### src/rtl/mem_ctrl.sv
// mem_ctrl: arbitrates an instruction-fetch port and a load/store port onto a
// byte-wide memory, moving one byte per cycle (little-endian).
//
// Ports:
//   clock, reset        - system clock, synchronous active-high reset
//   if_req/if_addr      - fetch request (always a 4-byte read)
//   if_data/if_done     - fetched word and one-cycle completion pulse
//   ls_req/ls_rw        - load/store request, 1 = store
//   ls_width            - 00 byte, 01 half, 10/11 word
//   ls_addr/ls_wdata    - load/store address and store data
//   ls_rdata/ls_done    - zero-extended load data and one-cycle completion pulse
//   mem_rw/mem_addr     - byte-memory write enable and address
//   mem_write/mem_read  - byte-memory write data and combinational read data
//
// Configuration:
//   MEM_CTRL_RR_EN defined   - round-robin arbitration on contention
//   MEM_CTRL_RR_EN undefined - fixed priority, load/store wins
module mem_ctrl (
    input  logic        clock,
    input  logic        reset,
    input  logic        if_req,
    input  logic [31:0] if_addr,
    output logic [31:0] if_data,
    output logic        if_done,
    input  logic        ls_req,
    input  logic        ls_rw,
    input  logic [1:0]  ls_width,
    input  logic [31:0] ls_addr,
    input  logic [31:0] ls_wdata,
    output logic [31:0] ls_rdata,
    output logic        ls_done,
    output logic        mem_rw,
    output logic [31:0] mem_addr,
    output logic [7:0]  mem_write,
    input  logic [7:0]  mem_read
);

    typedef enum logic [1:0] {IDLE = 2'd0, BUSY = 2'd1, DONE = 2'd2} state_t;

    state_t      state_q, state_d;
    logic        gnt_ls_q, gnt_ls_d;     // requester owning the current transfer
    logic        last_ls_q, last_ls_d;   // most recent grant, 0 = IF
    logic [31:0] addr_q, addr_d;
    logic        rw_q, rw_d;
    logic [1:0]  kmax_q, kmax_d;         // index of the last byte (N-1)
    logic [31:0] wdata_q, wdata_d;
    logic [1:0]  k_q, k_d;
    logic [31:0] acc_q, acc_d;           // read bytes gathered so far
    logic [31:0] if_data_q, if_data_d;
    logic [31:0] ls_rdata_q, ls_rdata_d;
    logic        if_done_q, if_done_d;
    logic        ls_done_q, ls_done_d;
    logic        mem_rw_q, mem_rw_d;
    logic [31:0] mem_addr_q, mem_addr_d;
    logic [7:0]  mem_write_q, mem_write_d;

    logic        grant_ls;
    logic [31:0] sel_addr;
    logic        sel_rw;
    logic [31:0] sel_wdata;
    logic [1:0]  sel_kmax;
    logic [1:0]  k_nxt;
    logic [31:0] acc_ins;

`ifdef MEM_CTRL_RR_EN
    // On contention the side not granted most recently wins.
    assign grant_ls = ls_req && (!if_req || !last_ls_q);
`else
    assign grant_ls = ls_req;
`endif

    assign k_nxt = k_q + 2'd1;

    // Request fields of whichever side wins arbitration this cycle.
    always_comb begin
        sel_addr  = if_addr;
        sel_rw    = 1'b0;
        sel_wdata = 32'h0;
        sel_kmax  = 2'd3;
        if (grant_ls) begin
            sel_addr  = ls_addr;
            sel_rw    = ls_rw;
            sel_wdata = ls_wdata;
            case (ls_width)
                2'b00:   sel_kmax = 2'd0;
                2'b01:   sel_kmax = 2'd1;
                default: sel_kmax = 2'd3;
            endcase
        end
    end

    always_comb begin
        acc_ins                    = acc_q;
        acc_ins[{k_q, 3'b000} +: 8] = mem_read;

        state_d     = state_q;
        gnt_ls_d    = gnt_ls_q;
        last_ls_d   = last_ls_q;
        addr_d      = addr_q;
        rw_d        = rw_q;
        kmax_d      = kmax_q;
        wdata_d     = wdata_q;
        k_d         = k_q;
        acc_d       = acc_q;
        if_data_d   = if_data_q;
        ls_rdata_d  = ls_rdata_q;
        // Pulses and memory drive are zero unless set below, which keeps them
        // low in IDLE and DONE.
        if_done_d   = 1'b0;
        ls_done_d   = 1'b0;
        mem_rw_d    = 1'b0;
        mem_addr_d  = 32'h0;
        mem_write_d = 8'h0;

        case (state_q)
            IDLE: begin
                if (if_req || ls_req) begin
                    state_d     = BUSY;
                    gnt_ls_d    = grant_ls;
                    last_ls_d   = grant_ls;
                    addr_d      = sel_addr;
                    rw_d        = sel_rw;
                    wdata_d     = sel_wdata;
                    kmax_d      = sel_kmax;
                    k_d         = 2'd0;
                    acc_d       = 32'h0;
                    // Outputs are registered, so byte 0 is set up here.
                    mem_addr_d  = sel_addr;
                    mem_rw_d    = sel_rw;
                    mem_write_d = sel_rw ? sel_wdata[7:0] : 8'h0;
                end
            end
            BUSY: begin
                acc_d = acc_ins;
                if (k_q == kmax_q) begin
                    state_d = DONE;
                    if (gnt_ls_q) begin
                        ls_done_d  = 1'b1;
                        ls_rdata_d = rw_q ? 32'h0 : acc_ins;
                    end else begin
                        if_done_d = 1'b1;
                        if_data_d = acc_ins;
                    end
                end else begin
                    k_d         = k_nxt;
                    mem_addr_d  = addr_q + {30'd0, k_nxt};
                    mem_rw_d    = rw_q;
                    mem_write_d = rw_q ? wdata_q[{k_nxt, 3'b000} +: 8] : 8'h0;
                end
            end
            DONE: state_d = IDLE;
            default: state_d = IDLE;
        endcase
    end

    always_ff @(posedge clock) begin
        if (reset) begin
            state_q     <= IDLE;
            gnt_ls_q    <= 1'b0;
            last_ls_q   <= 1'b0;
            addr_q      <= 32'h0;
            rw_q        <= 1'b0;
            kmax_q      <= 2'd0;
            wdata_q     <= 32'h0;
            k_q         <= 2'd0;
            acc_q       <= 32'h0;
            if_data_q   <= 32'h0;
            ls_rdata_q  <= 32'h0;
            if_done_q   <= 1'b0;
            ls_done_q   <= 1'b0;
            mem_rw_q    <= 1'b0;
            mem_addr_q  <= 32'h0;
            mem_write_q <= 8'h0;
        end else begin
            state_q     <= state_d;
            gnt_ls_q    <= gnt_ls_d;
            last_ls_q   <= last_ls_d;
            addr_q      <= addr_d;
            rw_q        <= rw_d;
            kmax_q      <= kmax_d;
            wdata_q     <= wdata_d;
            k_q         <= k_d;
            acc_q       <= acc_d;
            if_data_q   <= if_data_d;
            ls_rdata_q  <= ls_rdata_d;
            if_done_q   <= if_done_d;
            ls_done_q   <= ls_done_d;
            mem_rw_q    <= mem_rw_d;
            mem_addr_q  <= mem_addr_d;
            mem_write_q <= mem_write_d;
        end
    end

    // Gating with reset keeps the memory side quiet while reset is held, so a
    // transfer interrupted by reset issues no write in the reset cycle.
    assign mem_rw    = mem_rw_q & ~reset;
    assign mem_addr  = reset ? 32'h0 : mem_addr_q;
    assign mem_write = reset ? 8'h0 : mem_write_q;
    assign if_done   = if_done_q & ~reset;
    assign ls_done   = ls_done_q & ~reset;
    assign if_data   = if_data_q;
    assign ls_rdata  = ls_rdata_q;

endmodule

### config.mk
export PLATFORM = sky130hd
export DESIGN_NAME = mem_ctrl
export DESIGN_NICKNAME = d
export VERILOG_FILES = /design/src/rtl/mem_ctrl.sv
export SDC_FILE = /design/constraint.sdc
export NUM_CORES = 1
export LEC_CHECK = 0
export BUFFER_PORTS_ARGS = -buffer_cell sky130_fd_sc_hd__buf_4
export CAP_MARGIN = 20
export CORE_ASPECT_RATIO = 1.75
export CORE_UTILIZATION = 49
export CTS_CLUSTER_DIAMETER = 30
export DETAILED_ROUTE_END_ITERATION = 8
export GPL_TIMING_DRIVEN = 0
export PLACE_DENSITY_LB_ADDON = 0.25
export SYNTH_ARGS = -nofsm -noshare
export SYNTH_HDL_FRONTEND = slang
export SYNTH_SLANG_ARGS = --single-unit
### constraint.sdc
create_clock -name clock -period 3.4 [get_ports clock]
set_input_delay 1.02 -clock clock [delete_from_list [all_inputs] [get_ports clock]]
set_output_delay 1.02 -clock clock [all_outputs]
set_load 0.005 [all_outputs]
==> reports/metrics.yaml, run 1 <==
timing:
  period_needed_ns: 3.17
  grt_setup_unrepaired: "false"
  drv_slew: 0
  fin_ws_ns: 0.225
  timing.fmax_mhz: 315
  setup_viol: 0
  setup_tns_ns: 0
  hold_viol: 0
  fin_crit_sh: 0.934
  hold_slack_ns: 0.477
  tightest_slew_ns: 0.755
  relSlewSlack: 0.496
  fin_worst_skew_ns: 0.0164
cts:
  holdBufCountCts: 0
  cts_tree: "yes"
  cts_inserted_buffers: 30
  worstSkewPairLatency_ns: 0.55
  cts-root-buf: "clkbuf_16"
  clock-sinks: 211
  clk_pin_slew_ns: 0.06
  htreeDepth: 1
  cts_max_path_buffers: 3
floorplan:
  die_w_um: 105
  initial_core_util: 0.504
  coreArea_um2: 18100
  fp.dieH_um: 183
  core.rowCount: 65
  die-area_um2: 19200
  pin_count: 218
min_path:
  hp-class: "register to register"
cells_and_area:
  drive_gt1_frac: 0.270
  final_nets: 1404
  area_delta_synth_final_pct: 33.3
  layout_commonest_cell: "nor2_1"
  antenna_cells: 0
  final_cell_mix: "233 x nor2_1, 224 x buf_4, 210 x dfxtp_1, 117 x a21oi_1, 76 x nor2b_1"
power_and_ir_drop:
  pwr_density_cell_nw_per_um2: 637
  power_mw: 7.75
  ir_drop_v: 0.000480
  p_leak_nw: 5.04
logic_synthesis:
  ys_seq_elements: 211
  synth-main-ff-cell: "dfxtp_1"
  synth_top_area_frac: 0.462
  yosys.area.top_type: "dfxtp_1"
  syn_avg_cell_area_um2: 8.83
  synth_area_leaders: "dfxtp_1 46%, nor2_1 9.6%, a21oi_1 6.4%"
  ys_warn_count: 0
  seq_area_frac_synth: 0.462
  yosysUniqueCellTypes: 45
  async_reset_ff_frac: 0
  synth_edf_count: 0
  syn_nets: 1153
  synth_area_um2: 9130
  syn_inst: 1034
routing:
  ant_nets: 0
  drt_iter0_drc: 372
  num_vias: 8567
  drt-total-wl_um: 27100
  wl_per_cell_um: 17.6
  avgViaCountPerCell: 5.56
  drcViolationCount: 0
  firstDrtPassIters: 5
place:
  place_congestion: 0.868
  dpl.hpwl_um: 20200
  pre_cts_slack_ns: -0.809
  port_buffers: 216
global_route:
  grt_max_degree: 16
  track_usage: 0.279
  antenna_found_initial: 0
  grt_pass1_wl_um: 42400
  grt.overflow.total: 0
  grt_pass1_vias: 8508
run_status:
  outcome: "finished clean"
worst_setup_path:
  slowest_stage: "dfxtp_4"
  cp_cell_sequence: "buf_4, clkinvlp_4, ha_4, buf_6, inv_1, fa_2, nand4b_4, nor4_4, buf_4, nand3_1, xor2_1, o22ai_1"
  crit_path_max_incr_delay_ns: 0.41
  reg2reg_slack_ns: 0.23
  cp.required_ns: 3.86
  startpoint_type: "register"
  path_common_cell: "buf_4"
  critPathMaxFanout: 10
  worst_ep_arrival_time_ns: 3.64
  endpoint_kind: "register"
  crit_type: "register to register"
job:
  cap_violations: 0
## per-stage QoR
stage	instance area (um2)	utilization	instances
floorplan	9130	-	1034
finish	12200	0.672	1542
global placement	11000	0.609	1484
detailed placement	11000	0.609	1484
CTS	12100	0.670	1540
global route	12200	0.672	1542
## critical path, delay by kind of cell (launching register included)
family	cells	cell delay, ns
flops	1	0.41
simple gates	3	0.64
buf+inv	5	0.91
fa+ha+maj	2	0.76
compound gates	1	0.20
xor+xnor	1	0.15
## cells in the mapped netlist (8+ instances only)
cell,instances
a211oi_1,36
a211oi_2,20
a21oi_1,117
a22oi_1,33
a32oi_1,8
and3_1,8
buf_2,29
clkbuf_1,51
dfxtp_1,211
inv_1,8
mux2i_1,32
mux4_2,8
nand2_1,10
nand3_1,10
nor2_1,233
nor2b_1,76
nor3_1,38
o22ai_1,21
xnor2_1,9
xor2_1,22
## final timing paths
kind | start | endpoint | cells past startpoint
min | acc_q[19]$_SDFFE_PP0P_ | acc_q[19]$_SDFFE_PP0P_ | 2
max | k_q[0]$_SDFFE_PP0P_ | mem_addr_q[20]$_SDFF_PP0_ | 12
min reg2reg | acc_q[19]$_SDFFE_PP0P_ | acc_q[19]$_SDFFE_PP0P_ | 2
max reg2reg | k_q[0]$_SDFFE_PP0P_ | mem_addr_q[20]$_SDFF_PP0_ | 12
## layout make-up
class / count / area, um2
tap: 234 / 293
timing repair buffer: 219 / 1640
inverter: 8 / 33.8
sequential: 211 / 4230
fill: 1521 / 5960
buffer: 86 / 384
clock buffer: 33 / 772
multi-input combinational: 729 / 4530
clock inverter: 22 / 295
## where the power goes
group / total [mW] / switching, mW / internal [mW]
Clock: 3.27 / 1.22 / 2.05
Combinational: 1.57 / 0.899 / 0.673
Sequential: 2.91 / 0.175 / 2.73
Total: 7.75 / 2.30 / 5.46
## metal layers
layer	wire [um]	part of all wire	vias up	GRT usage
met5	0	0	-	0
met4	1480	0.055	0	0.165
met3	1630	0.060	91	0.0425
met2	14600	0.54	319	0.536
met1	9380	0.35	4053	0.277
li1	-	-	4104	-
## flip-flops by register name, summed over array words and instances (netlist names)
name	flops
if_done_q	1
k_q	2
gnt_ls_q	1
addr_q	32
state_q	2
ls_done_q	1
mem_addr_q	32
wdata_q	32
ls_rdata	32
kmax_q	2
rw_q	1
if_data	32
mem_rw_q	1
acc_q	32
mem_write_q	8
## logic make-up (layout without fill, tap and decap cells)
group	Yosys count	count (layout)	synth area share
and+or+nand+nor	408	408	0.218
AOI/OAI and AO/OA	241	241	0.177
DFF	211	211	0.462
buffers and inverters	94	368	0.0442
muxes	40	40	0.0548
xor gates and xnor gates	32	32	0.0315
adders and majority gates	8	8	0.0118
## what timing repair did
action | in CTS | in global routing
setup endpoints to repair | 16 | 8
pin swaps | 1 | 0
setup buffers | 1 | 2
gates resized for setup | 7 | 5
No activity file was read; power rests on OpenSTA's default activity.
==> run 2: changes to the inputs <==
--- a/config.mk
+++ b/config.mk
@@ -8,6 +8,7 @@
 export BUFFER_PORTS_ARGS = -buffer_cell sky130_fd_sc_hd__buf_4
 export CAP_MARGIN = 20
 export CORE_ASPECT_RATIO = 1.75
+export CORE_MARGIN = 4
 export CORE_UTILIZATION = 49
 export CTS_CLUSTER_DIAMETER = 30
 export DETAILED_ROUTE_END_ITERATION = 8
==> reports/metrics.yaml, run 2 (synthesis gave the netlist of run 1 again) <==
run_status:
  outcome: "finished clean"
cells_and_area:
  final_nets: 1402  # -0.14%
  multi_input_area_um2: 4530  # about the same
  fill_cells: 1539  # +1.2%
  layout_commonest_cell: "nor2_1"
  antenna_cells: 0  # unchanged
  final_cell_mix: "233 x nor2_1, 223 x buf_4, 210 x dfxtp_1, 117 x a21oi_1, 76 x nor2b_1"
  drive_gt1_frac: 0.267  # -0.00321
  area.sequential_um2: 4230  # about the same
  final_cells: 1539  # -0.19%
  utilization: 0.664  # -0.00739
  area_delta_synth_final_pct: 32.5
floorplan:
  fp.dieH_um: 189  # +3.3%
  coreArea_um2: 18200  # +0.45%
  core.rowCount: 65  # unchanged
  die_w_um: 111  # +5.7%
  initial_core_util: 0.501  # -0.00225
  die-area_um2: 21000  # +9.2%
  pin_count: 218  # unchanged
power_and_ir_drop:
  power_frac_comb: 0.207  # +0.004
  pwr_density_cell_nw_per_um2: 622  # -2.4%
  p_int_mw: 5.33  # -2.4%
  ir_drop_v: 0.000397  # -17%
  p_sw_frac: 0.292  # -0.00438
  switchingPower_mw: 2.19  # -4.5%
  p_leak_nw: 5.00  # -0.83%
  clockPowerShare: 0.406  # -0.016
  sequentialPowerShare: 0.387  # +0.012
place:
  dpl.hpwl_um: 20800  # +2.6%
  port_buffers: 216  # unchanged
  dp.cells: 1484  # unchanged
  place_congestion: 0.939  # +8.1%
global_route:
  track_usage: 0.251  # -0.0279
  grt.overflow.total: 0  # unchanged
  grt_max_degree: 15  # -1
  grt_pass1_wl_um: 43300  # +2.0%
  grt_pass1_vias: 8510  # +0.024%
  antenna_found_initial: 0  # unchanged
cts:
  clk_pin_slew_ns: 0.06  # about the same
  clock-sinks: 211  # unchanged
  cts_max_path_buffers: 3  # unchanged
  worstSkewPairLatency_ns: 0.53  # -0.02 ns
  cts_inserted_buffers: 29  # -3.3%
  cts_tree: "yes"
  htreeDepth: 1  # unchanged
  cts-root-buf: "clkbuf_16"
worst_setup_path:
  slowest_stage: "fa_1"
  reg2reg_slack_ns: 0.14  # -0.09 ns
  reg2reg_depth: 12  # unchanged
  cp_cell_sequence: "buf_4, inv_1, ha_4, buf_6, inv_1, fa_1, nand4b_4, nor4_4, buf_4, nand3_1, xor2_1, o22ai_1"
  critPathMaxFanout: 10  # unchanged
  worst_ep_arrival_time_ns: 3.70  # +0.06 ns
  startpoint_type: "register"
  crit_type: "register to register"
  crit_path_max_incr_delay_ns: 0.46  # +0.05 ns
  cp.required_ns: 3.83  # -0.03 ns
  endpoint_kind: "register"
timing:
  grt_setup_unrepaired: "false"
  fin_worst_skew_ns: 0.0178  # +0.00145 ns
  tightest_slew_ns: 0.743  # -0.0126 ns
  period_needed_ns: 3.26  # +0.0883 ns
  fin_crit_sh: 0.960  # +0.0260
  setup_viol: 0  # unchanged
  relSlewSlack: 0.505  # +0.00838
  hold_viol: 0  # unchanged
  drv_slew: 0  # unchanged
  timing.fmax_mhz: 306  # -2.7%
  setup_tns_ns: 0  # unchanged
routing:
  avgViaCountPerCell: 5.52  # -0.64%
  firstDrtPassIters: 7  # +2
  drt_iter0_drc: 368  # -1.1%
  drcViolationCount: 0  # unchanged
  ant_nets: 0  # unchanged
  num_vias: 8496  # -0.83%
  wl_per_cell_um: 17.9  # +2.0%
  drt-total-wl_um: 27600  # +1.8%
job:
  cap_violations: 0  # unchanged
min_path:
  hold_path_depth: 2  # unchanged
  hp-class: "register to register"
[run 2: cell count changes in the layout (fill, tap and decap cells not counted), moves of 2 or more]
cell,delta
bufinv_16,-2
clkinv_2,-2
inv_8,-4
clkbuf_8,+5
[run 2: worst max-delay path: cells and delay by family (launching register included)]
kind,cells,cell delay (ns)
AND/OR/NAND/NOR,3,0.67
AO/OA/AOI/OAI,1,0.20
flip-flops,1,0.43
XOR/XNOR,1,0.15
adder cells (fa/ha/maj),2,0.82
buffers and inverters,5,0.87
[run 2: what timing repair did]
action | in CTS | in global routing
buffers inserted | 2 | 0
pin swaps | 1 | 0
hold buffers | 0 | 0
endpoints found under the setup margin | 18 | 8
resized for setup | 7 | 2
[run 2: routing by layer]
layer | up-vias | routed length, um | part of all wire | track usage
met5 | - | 0 | 0 | 0
met4 | 0 | 1190 | 0.043 | 0.117
met3 | 60 | 1760 | 0.064 | 0.0437
met2 | 306 | 15000 | 0.55 | 0.492
met1 | 4033 | 9590 | 0.35 | 0.251
li1 | 4097 | - | - | -
[run 2: final cells by class]
cell class                 count  share of cell area
tap                          234              0.0242
clock inverter                16              0.0155
clock buffer                  37              0.0674
multi-input combinational    729               0.374
timing repair buffer         218               0.135
inverter                       8             0.00248
buffer                        86              0.0317
sequential                   211               0.349
[run 2: power groups by stage]
stage / clock, mW / combinational [mW] / sequential (mW)
floorplan: 0 / 0.966 / 2.92
global placement: 0 / 1.51 / 2.95
detailed placement: 0 / 1.54 / 2.95
CTS: 3.10 / 1.56 / 2.91
global route: 3.21 / 1.71 / 2.94
finish: 3.05 / 1.56 / 2.91
[run 2: path summary, 6_finish.rpt]
| kind | startpoint | end |
|---|---|---|
| max | k_q[0]$_SDFFE_PP0P_ | mem_addr_q[22]$_SDFF_PP0_ |
| min | acc_q[16]$_SDFFE_PP0P_ | acc_q[16]$_SDFFE_PP0P_ |
| max reg2reg | k_q[0]$_SDFFE_PP0P_ | mem_addr_q[22]$_SDFF_PP0_ |
| min reg2reg | acc_q[16]$_SDFFE_PP0P_ | acc_q[16]$_SDFFE_PP0P_ |
[run 2: metrics by stage]
step	instance area [um2]	hold WS [ns]	power (mW)	worst slack, ns
6_report	12100	0.478	7.52	0.137
5_1_grt	12100	0.496	7.86	0.0204
4_1_cts	12100	0.479	7.56	0.0302
3_5_place_dp	11000	0.465	4.49	-0.844
3_3_place_gp	11000	0.456	4.46	-0.816
2_1_floorplan	9130	0.447	3.89	0.222
